**src/rtl/mem_store_unit.sv**
```systemverilog
// Store unit: turns MEM-stage store requests into byte strobes and lane-aligned data, buffers them,
// and issues them on an SRAM-like write bus. Optional macro STORE_FWD_EN adds a load-probe comparator.
module mem_store_unit #(
    parameter int unsigned DATA_W  = 32,
    parameter int unsigned ADDR_W  = 32,
    parameter int unsigned DEPTH   = 4,
    parameter int unsigned MAX_OUT = 2
) (
    input  logic                   clk,
    input  logic                   resetn,
    input  logic                   in_valid,
    output logic                   in_ready,
    input  logic [ADDR_W-1:0]      in_addr,
    input  logic [1:0]             in_size,
    input  logic [1:0]             in_mode,
    input  logic [DATA_W-1:0]      in_data,
    output logic                   in_err,
    output logic                   bus_req,
    output logic [ADDR_W-1:0]      bus_addr,
    output logic [DATA_W/8-1:0]    bus_wstrb,
    output logic [DATA_W-1:0]      bus_wdata,
    input  logic                   bus_addr_ok,
`ifdef STORE_FWD_EN
    input  logic [ADDR_W-1:0]      probe_addr,
    output logic                   probe_hit,
`endif
    input  logic                   bus_data_ok,
    output logic                   idle
);

    localparam int unsigned NB    = DATA_W / 8;
    localparam int unsigned OFF_W = $clog2(NB);
    localparam int unsigned PTR_W = $clog2(DEPTH);
    localparam int unsigned CNT_W = $clog2(MAX_OUT + 1);

    logic              legal;
    logic [NB-1:0]     strb;
    logic [DATA_W-1:0] raw;
    logic [DATA_W-1:0] wdata;
    int unsigned       off;
    int unsigned       lane_l;
    int unsigned       w;
    int unsigned       sz;

    // Request decode: strobe, shifted data and legality.
    always_comb begin
        off    = 32'(in_addr[OFF_W-1:0]);
        lane_l = (NB == 8) ? 32'(in_addr[OFF_W-1]) * 4 : 0;
        w      = 32'(in_addr[1:0]);
        sz     = 32'(in_size);
        legal  = 1'b1;
        strb   = '0;
        raw    = '0;
        case (in_mode)
            2'd0: begin
                if (((off >> sz) << sz) != off) legal = 1'b0;
                if (sz == 3 && NB == 4) legal = 1'b0;
                for (int i = 0; i < NB; i++) begin
                    strb[i] = (i >= off) && (i < off + (1 << sz));
                end
                raw = in_data << (8 * off);
            end
            2'd1: begin
                for (int i = 0; i < NB; i++) begin
                    strb[i] = (i >= lane_l) && (i <= lane_l + w);
                end
                raw = (in_data >> (8 * (3 - w))) << (8 * lane_l);
            end
            2'd2: begin
                for (int i = 0; i < NB; i++) begin
                    strb[i] = (i >= lane_l + w) && (i <= lane_l + 3);
                end
                raw = in_data << (8 * (lane_l + w));
            end
            default: legal = 1'b0;
        endcase
        // Lanes outside the strobe always carry zero.
        for (int i = 0; i < NB; i++) begin
            wdata[8*i +: 8] = strb[i] ? raw[8*i +: 8] : 8'h00;
        end
    end

    logic [PTR_W:0]      wr_q, rd_q;
    logic [CNT_W-1:0]    out_cnt_q, out_cnt_d;
    logic                in_err_q;
    logic                empty, full, accept, push, pop, dok_eff;
    logic [ADDR_W-1:0]   addr_mem [DEPTH];
    logic [NB-1:0]       strb_mem [DEPTH];
    logic [DATA_W-1:0]   data_mem [DEPTH];

    assign empty    = (wr_q == rd_q);
    assign full     = (wr_q[PTR_W] != rd_q[PTR_W]) &&
                      (wr_q[PTR_W-1:0] == rd_q[PTR_W-1:0]);
    assign in_ready = !full;
    assign accept   = in_valid && in_ready;
    assign push     = accept && legal;
    assign bus_req  = !empty && (out_cnt_q < CNT_W'(MAX_OUT));
    assign pop      = bus_req && bus_addr_ok;
    assign dok_eff  = bus_data_ok && (out_cnt_q != '0);
    assign in_err   = in_err_q;
    assign idle     = empty && (out_cnt_q == '0);

    // Head outputs read zero while empty so reset state is clean without resetting storage.
    assign bus_addr  = empty ? '0 : addr_mem[rd_q[PTR_W-1:0]];
    assign bus_wstrb = empty ? '0 : strb_mem[rd_q[PTR_W-1:0]];
    assign bus_wdata = empty ? '0 : data_mem[rd_q[PTR_W-1:0]];

    always_comb begin
        out_cnt_d = out_cnt_q;
        if (pop && !dok_eff) begin
            out_cnt_d = out_cnt_q + 1'b1;
        end else if (!pop && dok_eff) begin
            out_cnt_d = out_cnt_q - 1'b1;
        end
    end

    always_ff @(posedge clk or negedge resetn) begin
        if (!resetn) begin
            wr_q      <= '0;
            rd_q      <= '0;
            out_cnt_q <= '0;
            in_err_q  <= 1'b0;
        end else begin
            if (push) wr_q <= wr_q + 1'b1;
            if (pop)  rd_q <= rd_q + 1'b1;
            out_cnt_q <= out_cnt_d;
            in_err_q  <= accept && !legal;
        end
    end

    always_ff @(posedge clk) begin
        if (push) begin
            addr_mem[wr_q[PTR_W-1:0]] <= {in_addr[ADDR_W-1:OFF_W], {OFF_W{1'b0}}};
            strb_mem[wr_q[PTR_W-1:0]] <= strb;
            data_mem[wr_q[PTR_W-1:0]] <= wdata;
        end
    end

`ifdef STORE_FWD_EN
    logic [PTR_W:0]   fill;
    logic [PTR_W-1:0] rel;

    assign fill = wr_q - rd_q;

    // An entry is live when its distance from the read pointer is below the fill level.
    always_comb begin
        probe_hit = 1'b0;
        rel       = '0;
        for (int i = 0; i < DEPTH; i++) begin
            rel = PTR_W'(i) - rd_q[PTR_W-1:0];
            if (({1'b0, rel} < fill) &&
                (addr_mem[i] == {probe_addr[ADDR_W-1:OFF_W], {OFF_W{1'b0}}})) begin
                probe_hit = 1'b1;
            end
        end
    end
`endif

`ifndef SYNTHESIS
    spurious_data_ok: assert property (@(posedge clk) disable iff (!resetn)
        !(bus_data_ok && out_cnt_q == '0))
        else $error("bus_data_ok with no write outstanding");
`endif

endmodule
```
**config.mk**
```make
export PLATFORM = sky130hd
export DESIGN_NAME = mem_store_unit
export DESIGN_NICKNAME = d
export VERILOG_FILES = /design/src/rtl/mem_store_unit.sv
export SDC_FILE = /design/constraint.sdc
export NUM_CORES = 1
export LEC_CHECK = 0
export ABC_AREA = 1
export BUFFER_PORTS_ARGS = -buffer_cell sky130_fd_sc_hd__buf_4
export CAP_MARGIN = 15
export CORE_ASPECT_RATIO = 0.8
export CORE_MARGIN = 8
export CORE_UTILIZATION = 58
export CTS_BUF_LIST = sky130_fd_sc_hd__clkbuf_16
export DETAILED_ROUTE_END_ITERATION = 8
export PLACE_DENSITY = 0.79
export SETUP_SLACK_MARGIN = 0.3
export SLEW_MARGIN = 20
export SYNTH_ARGS = -nofsm -noshare
export SYNTH_HDL_FRONTEND = slang
export SYNTH_SLANG_ARGS = --single-unit
```
**constraint.sdc**
```tcl
create_clock -name clk -period 5.3 [get_ports clk]
set_clock_uncertainty 0.15 [all_clocks]
set_input_delay 0.53 -clock clk [delete_from_list [all_inputs] [get_ports clk]]
set_output_delay 0.53 -clock clk [all_outputs]
set_load 0.05 [all_outputs]
```
Word-level counts from Yosys, hierarchy flattened. Memory sizes are Yosys's and may differ from the RTL's. Index checks and enable logic that the tools add are counted.

Register bits: 9. Latch bits: 0. Bits in writable memories: 264. Memory bits (read-only): 0. Output and inout port bits: 72. Memories kept: 3.

Add/subtract/negate cells: 6. $mul: 0. Div/mod/pow operators: 0. Magnitude comparators: 13. Equality and inequality tests: 7. Shifts and indexed selects: 5. Multiplexer cells: 16. Bitwise operators: 0. Reductions and logical operators: 24.

Memory list: data_mem (words 4, bits a word 32, read ports 1, clocked after Yosys merged registers in 0, wr ports 1, line 89) `logic [DATA_W-1:0] data_mem [DEPTH];`; addr_mem (words 4, bits a word 30, read ports 1, clocked after Yosys merged registers in 0, wr ports 1, line 87) `logic [ADDR_W-1:0] addr_mem [DEPTH];`; strb_mem (words 4, bits a word 4, read ports 1, clocked after Yosys merged registers in 0, wr ports 1, line 88) `logic [NB-1:0] strb_mem [DEPTH];`.

Operator list (number): less-than comparator 1 x 32 -> 1 bit (first input constant) (2); less-than comparator 2 x 32 -> 1 bit (first input constant) (2); two-way mux 32 bit (2); case mux 32 bit (2 select lines) (1); adder 2 x 32 -> 32 bit (1); two-way mux 8 bit (4); != test 32 x 2 -> 1 bit (1); << shifter 1 x 2 -> 32 bit (first input constant) (1); << shifter 32 x 2 -> 32 bit (1); << shifter 32 x 5 -> 32 bit (1); >> shifter 2 x 2 -> 32 bit (1); >> shifter 32 x 32 -> 32 bit (1); logical AND 1 bit (13); case mux 4 bit (3 select lines) (1); adder 3 x 1 -> 3 bit (second input constant) (2); logical NOT 1 bit (5); equality test 2 bit (second input constant) (2); greater-or-equal comparator 1 x 2 -> 1 bit (first input constant) (2); greater-or-equal comparator 2 bit (first input constant) (2); <= comparator 1 x 2 -> 1 bit (first input constant) (2); <= comparator 2 bit (first input constant) (2); logical NOT 2 bit (2); two-way mux 1 bit (4); two-way mux 2 bit (2); 12 further kinds (14).

Depth between registers and ports, before layout. Gate-level depths: netlist (run 1).

Depth in word-level cells: 9. Gate-level depth with buffers: 12. Mapped depth without buffers: 12.

Worst setup path before layout (run 1). No wires, ideal clock.

Path kind: register to register. Start: register rd_q[0]. End: memory addr_mem[0][0] (netlist bit) (enable). Setup time: 491 ps. Data arrival time: 4108 ps. Data required time: 4659 ps. Setup slack: 551 ps. Stages on the path, launching flop included: 10. Path buffers: 2. Period minus slack after synthesis: 4749 ps. Cell sequence: dfrtp_1 buf_4 buf_6 nand2_2 nand2_2 nand3_2 nand2_1 inv_2 nand3_2 nor2_1.

Cells in the longest elaborated chain, start to end: 7.

RTL lines: start, declared (line 83) `logic [PTR_W:0] wr_q, rd_q;`; start signal, assigned (line 125) `if (pop) rd_q <= rd_q + 1'b1;`; equality test 2 bit (line 93) `(wr_q[PTR_W-1:0] == rd_q[PTR_W-1:0]);`; logical AND 1 bit (line 92) `assign full = (wr_q[PTR_W] != rd_q[PTR_W]) &&`; logical NOT 1 bit (line 94) `assign in_ready = !full;`; net in_ready (line 12) `output logic in_ready,`; logical AND 1 bit (line 95) `assign accept = in_valid && in_ready;`; logical AND 1 bit (line 96) `assign push = accept && legal;`; two-way mux 1 bit (line 132) `if (push) begin`; two-way mux 1 bit (implied by the code) (line 133) `addr_mem[wr_q[PTR_W-1:0]] <= {in_addr[ADDR_W-1:OFF_W], {OFF_W{1'b0}}};`; end, declared (line 87).

The timed path passes the listed nets, and every way through them passes these cells.

Worst setup path in the final report (run 1).
Start: register rd_q[0]. End: output bus_wdata[25].

Cells in the longest elaborated chain, start to end: 2.

RTL lines: memory read (4 x 32 bit) or equality test 3 bit (tied branches); two-way mux 32 bit (*) (line 106) `assign bus_wdata = empty ? '0 : data_mem[rd_q[PTR_W-1:0]];`; end, declared (line 21) `output logic [DATA_W-1:0] bus_wdata,`.

Mark *: on every way between the ends. The rest lies on a longest branch, timed or not.

==> impl_metrics.py, run 1 <==
metrics = {
    "synth": {
        "synthAdderAreaFrac_pct": 1.396,
        "yosys.area_share.xor_xnor_pct": 0.3594,
        "synth_compound_area_share_pct": 11.54,
        "ys_types": 32,
        "synthMuxAreaShare_pct": 0.4929,
        "ys_warn_count": 0,
        "synth-seq-cells": 273,
        "yosys.area_share.simple_pct": 12.56,
        "netlist_area_um2": 12190,
        "synth_cells": 1127,
        "synth_top_family_by_area": "simple AND/OR/NAND/NOR gates",
        "yosysSeqAreaShare_pct": 66.91,
        "syn_area_per_cell_um2": 10.81,
    },
    "critical_path": {
        "path_class": "register to primary output",
        "critPathLaunchType": "register",
        "path_max_fanout": 87,
        "worstPathArrival_ps": 3370,
        "endpoint_kind": "primary output",
        "reg2reg_depth": 10,
        "crit_end": "bus_wdata[25]",
        "r2r_end": "out_cnt_q[1]",
        "r2r-start": "rd_q[0]",
        "cp.required_ps": 4620,
        "r2r_slack_ps": 1730,
        "startpoint": "rd_q[0]",
    },
    "global_route": {
        "antenna_found_initial": 0,
        "grt_pass1_vias": 8175,
        "grtUsageTotal_pct": 21.65,
        "overflow": 0,
        "grt_pass1_wl_um": 44510,
        "grt_max_degree": 94,
    },
    "placement": {
        "portBuffers": 142,
        "dp_cells": 1485,
        "dpl.hpwl_um": 17510,
        "dpl_cell_area_um2": 13400,
        "place_congestion": 0.9463,
        "dp_slack_ps": 1755,
    },
    "detailed_routing": {
        "vias": 8718,
        "drtIter0Drc": 883,
        "drc": 0,
        "dr.pass1.iters": 5,
        "via_per_inst": 5.683,
        "ant_nets": 0,
        "drt-total-wl_um": 28760,
        "wl_per_cell_um": 18.75,
    },
    "pwr": {
        "power_density_nw_per_um2": 635.9,
        "max-vdd-ir-drop_uv": 534.9,
        "p_leak_nw": 5.717,
        "p_total_mw": 9.044,
    },
    "timing": {
        "worstMarginPinSlew_ps": 999.7,
        "period_share_pct": 76.38,
        "min_period_ps": 4048,
        "holdWs_ps": 52.61,
        "hold_viol": 0,
        "setup_tns_ps": 0,
        "drv_slew": 0,
        "maxSlewHeadroom_pct": 33.19,
        "setup_viol": 0,
        "fin_ws_ps": 1252,
        "rsz0062_at_grt": "false",
        "max_freq_mhz": 247.0,
    },
    "floorplanning": {
        "die_h_um": 145.6,
        "pin_count": 145,
        "core_um2": 20640,
        "row_count": 47,
        "die_w_um": 178.1,
        "initial_utilization_pct": 59.03,
        "fp.dieArea_um2": 25930,
    },
    "layout": {
        "final_area_um2": 14220,
        "areaGrowthSynthToFinish_pct": 16.73,
        "final_cells": 1534,
        "final_nets": 1331,
        "drive_gt1_share_pct": 17.08,
        "insertedDiodeCount": 0,
        "fillCellCount": 1479,
        "final_util_pct": 68.91,
    },
    "clock_network": {
        "clock_path_buffers": 3,
        "htreeDepth": 1,
        "cts_sinks": 273,
        "clkLatencyLatePin_ps": 520,
        "cts_tree": "built",
        "clk_pin_slew_ps": 60,
        "cts_root_buf": "clkbuf_16",
        "cts_buffers": 26,
    },
    "run": {
        "maxCapViolations": 0,
    },
    "status": {
        "status": "completed",
    },
    "worst_hold_path": {
        "worstHoldPathType": "input port to register",
    },
}
registers in the layout, summed over array words and instances (netlist names):
name,cells
out_cnt_q,2
wr_q,3
in_err,1
rd_q,3
data_mem,128
strb_mem,16
addr_mem,120
repair_timing:
| action | 4_1_cts | 5_1_grt |
|---|---|---|
| endpoints found under the hold margin | 9 | 0 |
| hold buffers | 1 | 0 |
| resized for setup | 0 | 0 |
| setup buffers | 0 | 0 |
layout by cell type (no fill, tap or decap), types with 8 or more instances in the layout:
cell,n
edfxtp_1,264
nor2_1,195
buf_4,146
o21ai_0,143
nand2_1,141
inv_1,122
o22ai_1,81
clkbuf_16,27
nand3_1,26
o21ai_1,24
ha_1,12
a21oi_1,11
clkinv_2,8
metal layers:
layer  wire length, um  GRT usage [%]  part of all wire, %  up-vias
met5                 0              0                    0        -
met3              2922          4.772                   10       51
met4               510          5.493                  1.8        0
met2             12990          33.07                   45      412
li1                  -              -                    -     4118
met1             12340          31.01                   43     4137
kinds of logic after synthesis:
group                      after synthesis
buffers and inverters                  188
muxes                                    6
other                                    1
and+or+nand+nor                        381
DFF                                    273
xor gates and xnor gates                 5
AOI/OAI and AO/OA                      260
adders and majority gates               13
worst min-delay path by stage:
stage           startpoint               to  slack (ps)  cells after the start
6_report       in_addr[18]  addr_mem[3][16]          50                      1
5_1_grt        in_addr[20]  addr_mem[3][18]          50                      1
2_1_floorplan       resetn           in_err          80                      0
4_1_cts        in_addr[18]  addr_mem[3][16]          40                      1
3_3_place_gp        resetn           in_err         220                      1
3_5_place_dp        resetn           in_err         220                      1
synth_stat cells, drive strengths merged:
library cell  instances  area [um^2]
ha                   12        150.1
nand2               146        560.5
fa                    1        20.02
xnor2                 2        17.52
mux2i                 6        60.06
conb                  1        3.750
inv                 126        475.5
nand3                31        187.7
edfxtp              264         7928
or2                   3        18.77
o22ai                81        506.7
nor2                200        758.2
buf                  34        232.7
dfrtp                 9        225.2
o21ai               168        844.6
nor3                  1        5.000
a21oi                11        55.05
clkbuf               28        110.1
xor2                  3        26.28
worst max-delay path, cell delays in order, from the launching register on:
cell,delay (ps)
dfrtp_4,660
inv_4,430
buf_4,750
o21ai_0,210
o22ai_1,300
nand2_1,90
inv_1,100
buf_4,200
cell type report:
class                   count  area, um^2  share of cell area, %
clock inverters            21       141.4                 0.9940
inverters                 126       478.0                  3.360
flip-flops and latches    273        8158                  57.35
multi-input cells         667        3248                  22.84
well taps                 269       336.6                  2.366
repair buffers            151        1186                  8.339
clock buffers              27       675.6                  4.750
power breakdown:
group | switching [mW] | internal [mW]
Clock | 0.742 | 1.01
Sequential | 0.125 | 2.60
Combinational | 3.34 | 1.22
No activity file was read; power rests on OpenSTA's default activity.
==> inputs of run 2 (changes only) <==
Settings changed: CORE_UTILIZATION 58 to 53, PLACE_DENSITY 0.79 to 0.77.
Clock period 5.3 ns to 3.7 ns, I/O delays scaled along.
==> run 2 against run 1 <==
Wire length increased by 3.9%; via count rose by 1.6%; die area increased by 8.5%; register-to-register slack got worse by 860 ps; worst setup slack worse by 690 ps; clock power rose by 40%; non-clock buffer count rose by 35; first-iteration DRC count shrank 1.6%; critical path type unchanged; largest cell class unchanged.
==> impl_metrics.py, run 2 (synthesized netlist as in run 1, its figures left out) <==
metrics = {
    "timing": {
        "setup_viol": 0,
        "hold_viol": 0,
        "maxSlewHeadroom_pct": 43.89,
        "rsz0062_at_grt": "false",
        "max_freq_mhz": 318.6,
        "period_share_pct": 84.84,
        "drv_slew": 0,
        "setup_tns_ps": 0,
        "fin_ws_ps": 561.1,
        "worstMarginPinSlew_ps": 841.5,
        "min_period_ps": 3139,
    },
    "global_route": {
        "grtUsageTotal_pct": 20.99,
        "grt_pass1_wl_um": 46370,
        "overflow": 0,
        "grt_pass1_vias": 8619,
        "grt_max_degree": 134,
        "antenna_found_initial": 0,
    },
    "layout": {
        "insertedDiodeCount": 0,
        "final_nets": 1367,
        "fillCellCount": 1680,
        "drive_gt1_share_pct": 16.68,
        "areaGrowthSynthToFinish_pct": 19.92,
        "final_common_cell": "edfxtp_1",
        "final_cell_mix": "edfxtp_1, nor2_1, buf_4",
        "largest_reg_flops": 128,
    },
    "pwr": {
        "power_density_nw_per_um2": 890.3,
        "p_leak_nw": 5.871,
        "max-vdd-ir-drop_uv": 600.1,
    },
    "placement": {
        "portBuffers": 142,
        "dp_slack_ps": 882.9,
        "dpl.hpwl_um": 18370,
        "place_congestion": 0.9282,
    },
    "critical_path": {
        "r2r_slack_ps": 870,
        "path_common_cell": "buf_4",
        "worstPathArrival_ps": 2620,
        "r2r_end": "data_mem[3][18]",
        "reg2reg_depth": 9,
        "endpoint_kind": "primary output",
        "path_max_fanout": 67,
        "path_class": "register to primary output",
        "crit_end": "bus_wstrb[2]",
        "critical_path.top_delay_family": "buffers and inverters",
        "crit_buf_inv": 4,
        "startpoint": "rd_q[1]",
        "path_cells": "inv_2 -> buf_4 -> o21ai_0 -> o22ai_1 -> nand2_1 -> inv_1 -> buf_4",
        "slowest_stage": "buf_4",
        "worst-path-stages": 7,
        "cp_slowest_stage_delay_ps": 590,
        "r2r-start": "rd_q[1]",
        "critPathLaunchType": "register",
        "cp.required_ps": 3180,
    },
    "clock_network": {
        "cts_tree": "built",
        "clkLatencyLatePin_ps": 530,
        "cts_buffers": 27,
        "ctsResizeCount": 0,
        "cts_sinks": 273,
        "htreeDepth": 1,
        "clock_path_buffers": 3,
        "clk_pin_slew_ps": 60,
        "cts_root_buf": "clkbuf_16",
    },
    "detailed_routing": {
        "dr.pass1.iters": 7,
        "ant_nets": 0,
        "vias": 8856,
        "drt-total-wl_um": 29880,
        "wl_per_cell_um": 18.59,
        "via_per_inst": 5.511,
        "drtIter0Drc": 869,
        "drc": 0,
    },
    "floorplanning": {
        "die_w_um": 185.5,
        "die_h_um": 151.6,
        "fp.dieArea_um2": 28130,
        "initial_utilization_pct": 54.16,
        "pin_count": 145,
        "row_count": 49,
        "core_um2": 22500,
    },
    "status": {
        "status": "completed",
    },
    "worst_hold_path": {
        "worstHoldPathType": "input port to register",
    },
    "run": {
        "maxCapViolations": 0,
    },
}
run 2: changes by cell type in the layout (fill, tap and decap cells not counted), sizes merged:
cell,change
clkinv,-5
clkinvlp,+1
buf,+5
bufinv,-1
dlygate4sd3,+30
inv,+6
run 2: worst min path at each step:
stage               endpoint     start  slack (ps)  cells after the start
floorplan             in_err    resetn         -80                      0
global placement     rd_q[2]    resetn          60                      1
detailed placement   rd_q[2]    resetn          60                      1
CTS                   in_err  in_valid          20                      3
global route          in_err  in_valid          40                      3
finish                in_err  in_valid          40                      3
run 2: layout make-up:
| class | instances | area [um^2] | area share [%] |
|---|---|---|---|
| Sequential cell | 273 | 8158 | 55.83 |
| Tap cell | 306 | 382.9 | 2.620 |
| Multi-Input combinational cell | 667 | 3248 | 22.23 |
| Inverter | 126 | 478.0 | 3.271 |
| Clock inverter | 22 | 121.4 | 0.8305 |
| Clock buffer | 27 | 675.6 | 4.624 |
| Timing Repair Buffer | 186 | 1549 | 10.60 |
run 2: timing repair:
action	4_1_cts	5_1_grt
setup endpoints to repair	0	0
hold buffers	31	0
buffers inserted	0	0
hold endpoints to repair	129	0
run 2: where the power goes:
part	internal (mW)	total [mW]	leakage (nW)	switching, mW
sequential	3.73	3.86	2.55	0.129
clock	1.39	2.47	0.426	1.08
combinational	1.81	6.68	2.90	4.88
run 2: per-layer routing:
metal	vias up	GRT usage, %	share of wire (%)
met1	4197	29.30	43
met5	-	0	0
met3	47	4.504	9.4
li1	4196	-	-
met4	0	4.593	1.7
met2	416	33.53	46
run 2: worst reg2reg max path, cell delays in order, from the launching register on:
cell,delay [ps]
dfrtp_2,570
inv_2,70
nand2_1,70
nand2_1,120
nand3_2,120
nand2_1,100
inv_2,140
nand3_2,290
nor2_4,420
buf_12,390
run 2: through the flow:
stage	power [mW]	area [um^2]	cells	utilization, %	hold WS, ps
finish	13.01	14610	1607	64.94	42.66
global route	13.68	14610	1607	64.94	37.34
CTS	13.09	14610	1607	64.94	18.65
detailed placement	10.62	13510	1527	60.02	59.57
global placement	10.53	13510	1527	60.02	56.61
floorplan	8.694	12200	1128	-	-75.59
